## config.mk

```make
export PLATFORM = sky130hd
export DESIGN_NAME = program_loader
export DESIGN_NICKNAME = d
export VERILOG_FILES = /design/src/rtl/program_loader.sv
export SDC_FILE = /design/constraint.sdc
export NUM_CORES = 1
export LEC_CHECK = 0
export CAP_MARGIN = 20
export CELL_PAD_IN_SITES_DETAIL_PLACEMENT = 0
export CELL_PAD_IN_SITES_GLOBAL_PLACEMENT = 1
export CORE_UTILIZATION = 39
export DETAILED_ROUTE_END_ITERATION = 6
export PLACE_DENSITY = 0.8
export SYNTH_ARGS = -nofsm -noshare
export SYNTH_HDL_FRONTEND = slang
export SYNTH_SLANG_ARGS = --single-unit
```

## constraint.sdc

```tcl
create_clock -name clk -period 1.6 [get_ports clk]
set_input_delay 0.32 -clock clk [delete_from_list [all_inputs] [get_ports clk]]
set_output_delay 0.32 -clock clk [all_outputs]
set_load 0.1 [all_outputs]
```

## src/rtl/program_loader.sv

```systemverilog
// program_loader: packs a length-prefixed byte stream into 32-bit words, writes them to program memory, then releases the core
module program_loader #(
    parameter int ADDR_W = 5,
    parameter int DEPTH  = 32
) (
    input  logic              clk,
    input  logic              reset,
    input  logic              start,
    input  logic [7:0]        byte_in,
    input  logic              byte_valid,
    output logic              byte_ready,
    output logic              pm_wr_en,
    output logic [ADDR_W-1:0] pm_wr_addr,
    output logic [31:0]       pm_wr_data,
    output logic              core_hold,
    output logic              done,
    output logic              err
);
    localparam int NW = $clog2(DEPTH + 1);
    localparam logic [7:0] DEPTH_B = 8'(DEPTH);

    typedef enum logic [2:0] {IDLE, LEN, COLLECT, WRITE, DONE, ERROR} state_t;

    state_t            state;
    logic [NW-1:0]     n;
    logic [1:0]        byte_cnt;
    logic [ADDR_W-1:0] word_idx;
    logic [31:0]       word;

    // Load sequencer; every output is set alongside the state it belongs to so all outputs stay registered
    always_ff @(posedge clk or negedge reset) begin
        if (!reset) begin
            state      <= IDLE;
            n          <= '0;
            byte_cnt   <= '0;
            word_idx   <= '0;
            word       <= '0;
            byte_ready <= 1'b0;
            pm_wr_en   <= 1'b0;
            pm_wr_addr <= '0;
            pm_wr_data <= '0;
            core_hold  <= 1'b1;
            done       <= 1'b0;
            err        <= 1'b0;
        end else begin
            pm_wr_en <= 1'b0;
            case (state)
                IDLE: if (start) begin
                    state      <= LEN;
                    byte_ready <= 1'b1;
                end
                LEN: if (byte_valid) begin
                    if (byte_in == 8'd0 || byte_in > DEPTH_B) begin
                        state      <= ERROR;
                        err        <= 1'b1;
                        byte_ready <= 1'b0;
                    end else begin
                        state    <= COLLECT;
                        n        <= NW'(byte_in);
                        byte_cnt <= '0;
                        word_idx <= '0;
                    end
                end
                COLLECT: if (byte_valid) begin
                    word     <= {byte_in, word[31:8]};
                    byte_cnt <= byte_cnt + 2'd1;
                    if (byte_cnt == 2'd3) begin
                        state      <= WRITE;
                        byte_ready <= 1'b0;
                        pm_wr_en   <= 1'b1;
                        pm_wr_addr <= word_idx;
                        pm_wr_data <= {byte_in, word[31:8]};
                    end
                end
                WRITE: begin
                    word_idx <= word_idx + ADDR_W'(1);
                    if (NW'(word_idx) + NW'(1) == n) begin
                        state     <= DONE;
                        done      <= 1'b1;
                        core_hold <= 1'b0;
                    end else begin
                        state      <= COLLECT;
                        byte_ready <= 1'b1;
                    end
                end
                DONE, ERROR: if (start) begin
                    state      <= LEN;
                    done       <= 1'b0;
                    err        <= 1'b0;
                    core_hold  <= 1'b1;
                    byte_ready <= 1'b1;
                end
                default: state <= IDLE;
            endcase
        end
    end
endmodule

```

; ---- After elaboration in Yosys (flattened, before gate mapping)
; Index checks and enable logic that the tools add are counted.
[totals]
register_bits = 90
in_bits = 12
output_inout_bits = 42
elab_cells = 84
[classes]
n_addsub = 3
magnitude_cmp = 1
n_eq_ne = 16
mux = 32
n_bitwise = 1
n_reduce_logical = 19
[ops]
columns = op, n
row1 = 3-bit two-way mux, 6
row2 = 2-bit inequality test (second input constant), 8
row3 = 1-bit two-way mux, 14
row4 = 3-bit one-hot mux with 4 select lines, 1
row5 = 3-bit AND reduction, 4
row6 = 4-bit AND reduction, 3
row7 = 5-bit two-way mux, 2
row8 = 5-bit one-hot mux with 2 select lines, 1
row9 = 8-bit by 6-bit > comparator with 1-bit output (second input constant), 1
row10 = 8-bit zero test, 1
row11 = 2-bit nonzero test, 4
row12 = 7-bit AND reduction, 1
row13 = 5-bit by 1-bit adder with 6-bit output (second input constant), 1
row14 = 3-bit by 2-bit equality test with 1-bit output (second input constant), 2
row15 = 3-bit equality test (second input constant), 2
row16 = 6-bit equality test, 1
row17 = 2-bit two-way mux, 3
row18 = 1-bit one-hot mux with 2 select lines, 3
row19 = 5-bit by 1-bit adder with 5-bit output (second input constant), 1
row20 = 1-bit one-hot mux with 4 select lines, 1
row21 = 2-bit one-hot mux with 2 select lines, 1
row22 = 4-bit nonzero test, 1
row23 = 3-bit by 1-bit equality test with 1-bit output (second input constant), 1
row24 = 3-bit zero test, 1
row25 = 8 further kinds, 8

; ---- Longest topological paths before layout
; Gate-level depths: netlist (run 1).
[logic_depth]
ltp_word = 5
depth_mapped = 7
mapped_depth_nobuf = 6

; ---- Worst setup path before layout (run 1)
; OpenSTA, ideal clock, no wires.
[synth_path]
kind = input port to flip-flop
from = in byte_in[0]
to = reg n[0]
setup_ns = 0.125
arrival_time_ns = 1.758
required_time_ns = 1.475
setup_slack_ns = -0.283
stages = 5
n_path_buf = 1
cell_sequence = or4_1 > or3_1 > nand4_2 > buf_6 > mux2_4
[synth_between]
elab_chain_cells = 4
elab_cells_between_ends = 5
classes_between = 1 x order compare / 1 x bitwise / 3 x reduce/logical
[synth_rtl]
columns = element, line
row1 = start: declaration, 9  ; input logic [7:0] byte_in,
row2 = 8-bit by 6-bit > comparator with 1-bit output / 8-bit zero test (equally long branches), 53  ; if (byte_in == 8'd0 || byte_in > DEPTH_B) begin
row3 = 1-bit logical OR, 53
row4 = 1-bit inverter (no source line), --
row5 = 3-bit AND reduction (no source line), --
row6 = end signal: assignment, 59  ; n <= NW'(byte_in);
row7 = end: declaration, 25  ; logic [NW-1:0] n;
; Parallel ways exist; a longest one is shown, timed or not.
; A chain may end at the register's enable or synchronous reset.

; ---- Final worst setup path (run 1)
[layout_path]
from = in byte_in[3]
to = reg n[0]
[layout_between]
elab_chain_cells = 4
elab_cells_between_ends = 5
classes_between = 1 x order compare / 1 x bitwise / 3 x reduce/logical
[layout_rtl]
columns = element, line
row1 = 8-bit by 6-bit > comparator with 1-bit output / 8-bit zero test (equally long branches), 53
row2 = 1-bit logical OR *, 53
row3 = 1-bit inverter (no source line) *, --
row4 = 3-bit AND reduction (no source line) *, --
; Mark *: on every way between the ends. The rest lies on a longest branch, timed or not.

==> results of run 1 <==
[critical path, cell delays in order]
cell     delay [ns]
buf_6          0.09
or4_4          0.55
or3_4          0.37
nand4_4        0.19
buf_6          0.13
mux2_4         0.29
[final timing paths]
| check | start | endpoint | slack [ns] | cells after the start |
|---|---|---|---|---|
| setup / recovery | byte_in[3] | n[0] | -0.11 | 6 |
| max in group asynchronous | reset | core_hold | 0.58 | 3 |
| hold reg to reg | core_hold | core_hold | 0.49 | 2 |
| setup reg to reg | word_idx[0] | byte_ready | -0.07 | 7 |
| min in group asynchronous | reset | pm_wr_data[5] | 0.43 | 2 |
| hold / removal | byte_in[3] | n[3] | 0.30 | 3 |
[per-stage QoR]
step                      TNS (ns)  instance area, um^2  cells  util [%]
final                        -1.62                 5350    445      64.8
after global routing         -5.17                 5350    445      64.8
after CTS                   -0.312                 4990    435      60.4
after detailed placement    -29.41                 4710    414      57.0
after global placement      -27.89                 4710    414      57.0
after floorplan              -1.85                 3380    231         -
[power breakdown]
part	switching, W	leakage (nW)	internal [W]
logic	0.000964	1.36	0.00118
clock network	0.000793	0.0954	0.000743
registers	0.000395	1.10	0.00249
[routing by layer]
| metal | share of wire [%] | up-vias | track usage [%] | wire length, um |
|---|---|---|---|---|
| met4 | 0.96 | 0 | 4.67 | 75 |
| met1 | 44 | 1154 | 20.8 | 3420 |
| met2 | 50 | 41 | 25.5 | 3880 |
| met5 | 0 | - | 0 | 0 |
| li1 | - | 1032 | - | - |
| met3 | 5.5 | 7 | 6.20 | 433 |
[cell families after synthesis]
family / share of synthesized area, %
adder cells (fa/ha/maj): 0.748
AND/OR/NAND/NOR: 6.06
multiplexers: 23.4
XOR/XNOR: 2.88
AO/OA/AOI/OAI: 3.44
flip-flops: 61.4
buffers and inverters: 2.06
[state kept, by name, indices dropped and copies added, names as in the netlist]
register    cells
core_hold       1
done            1
pm_wr_data     32
pm_wr_en        1
word           24
state           3
byte_cnt        2
word_idx        5
pm_wr_addr      5
n               6
byte_ready      1
err             1
[cell type report]
cell class	count	area, um^2
clock buffers	10	128
clock inverters	6	73.8
fillers	584	2910
inverters	6	22.5
multi-input cells	134	1460
flip-flops and latches	82	2060
well taps	105	131
repair buffers	102	1480
[cells in the mapped netlist]
cell       instances
a211o_1            1
a211oi_1           2
a21boi_0           2
a21oi_1            1
a32o_1             1
and2_1             2
and3_1             1
and4bb_2           1
buf_2              4
buf_6              1
clkbuf_1           4
dfrtp_1           81
dfstp_2            1
ha_1               2
inv_1              6
mux2_1             1
mux2_2            62
mux2_4             5
nand2_1            9
nand2b_1           1
nand3_1            7
nand4_1            1
nand4_2            1
nor2_1             3
nor2b_1            2
nor3_1             1
nor3b_1            3
nor4_1             1
o21ai_0            5
o21ai_1            2
o2bb2ai_1          2
o311ai_0           1
or3_1              2
or4_1              1
xnor2_1            6
xor2_1             5
[repair_timing]
| item | CTS | global route |
|---|---|---|
| pin swaps | 8 | 16 |
| hold endpoints to repair | 28 | 0 |
| hold buffers | 1 | 0 |
| setup buffers | 4 | 6 |
| endpoints found under the setup margin | 80 | 79 |
| resized for setup | 28 | 49 |
| gates cloned | 0 | 5 |
==> impl_metrics.csv, run 1 <==
group,metric,value,unit
yosys,synth_cell_type_count,36,
drt,drtIter0Drc,51,
critical_path,start_kind,"input pin",
run,max_cap_violations,0,
critical_path,crit_type,"input pin to flip-flop",
pwr,leakage,2.55,nW
outcome,violations,"negative setup slack",
cells_and_area,nets,349,
critical_path,cp.required,1.84,ns
critical_path,cp.arrival,1.95,ns
sta,slew_headroom,72.3,%
sta,min_period_over_period,107,%
clock_network,h-tree-depth,3,
drt,dr.pass1.iters,4,
yosys,syn_area,0.00335,mm^2
sta,setup_viol,47,
yosys,synth_nets,245,
placement,portBuffers,53,
pwr,ir_drop,0.660,mV
clock_network,cts.clk_slew.worst_paths,0.08,ns
yosys,synth.ff_latch_count,82,
clock_network,clkLatencyLatePin,0.36,ns
global_routing,grt_pass1_vias,2281,
floorplanning,die_area,0.00895,mm^2
cells_and_area,n_antenna_cell,0,
yosys,synth_area_leaders,"dfrtp_1, mux2_2, mux2_4",
placement,pre_cts_ws,-0.805,ns
cells_and_area,final_common_cell,"dfrtp_1",
global_routing,antenna_found_initial,0,
drt,postRouteAntennaNets,0,
pwr,powerDensity,1230,mW/mm^2
placement,gp_congestion,0.693,
yosys,yosys.area.top_type_share,60.6,%
drt,viasPerCell,5.02,
placement,dp_hpwl,4670,um
global_routing,grt_max_degree,35,
floorplanning,core.rowCount,33,
sta,hold_viol_final,0,
clock_network,cts_buffers,9,
cells_and_area,layout-drive-gt1-share,60.3,%
floorplanning,core_area,0.00826,mm^2
clock_network,clock_path_buffers,2,
clock_network,clock-sinks,82,
cells_and_area,syn2layout_area_growth,59.9,%
clock_network,cts_tree,"yes",
drt,wl_per_cell,17.5,um
sta,post-route-min-period,1.71,ns
sta,max_freq,586,MHz
sta,maxSlewViolCount,0,
critical_path,path_max_fanout,8,
sta,setup_slack,-0.107,ns
sta,rsz0062_at_grt,"true",
floorplanning,initial_utilization,40.5,%
drt,drt-total-wl,7800,um
pwr,power,0.00657,W
outcome,outcome,"finished, violations left",
worst_hold_path,hold_path.class,"input pin to flip-flop",
clock_network,cts-root-buf,"clkbuf_8",
yosys,avgSynthCellArea,14.5,um^2
sta,fin_skew,0.0113,ns
cells_and_area,final_cell_mix,"dfrtp_1, mux2_2, buf_12",
yosys,yosysSeqAreaShare,61.4,%
floorplanning,ios,54,
yosys,ys_warn_count,0,
global_routing,gr-total-overflow,0,
critical_path,cp-end-kind,"flip-flop",
floorplanning,die_w,94.6,um
sta,max_slew.worst_pin.slew,0.416,ns
floorplanning,fp.dieH,94.6,um
sta,holdWs,0.304,ns
yosys,syn_inst,231,
drt,drc,0,
yosys,synth_top_cell_by_area,"dfrtp_1",
global_routing,grt_usage,16.2,%
global_routing,grt_pass1_wl,11000,um
drt,vias,2234,
Power figures use the tool's default switching activity.
==> run 2, diff against run 1 <==
CTS_CLUSTER_SIZE = 8   (was unset)
GPL_ROUTABILITY_DRIVEN = 0   (was unset)
HOLD_SLACK_MARGIN = 0.1   (was unset)
==> results of run 2 <==
Final layout, timing and power as in run 1 (identical DEF).
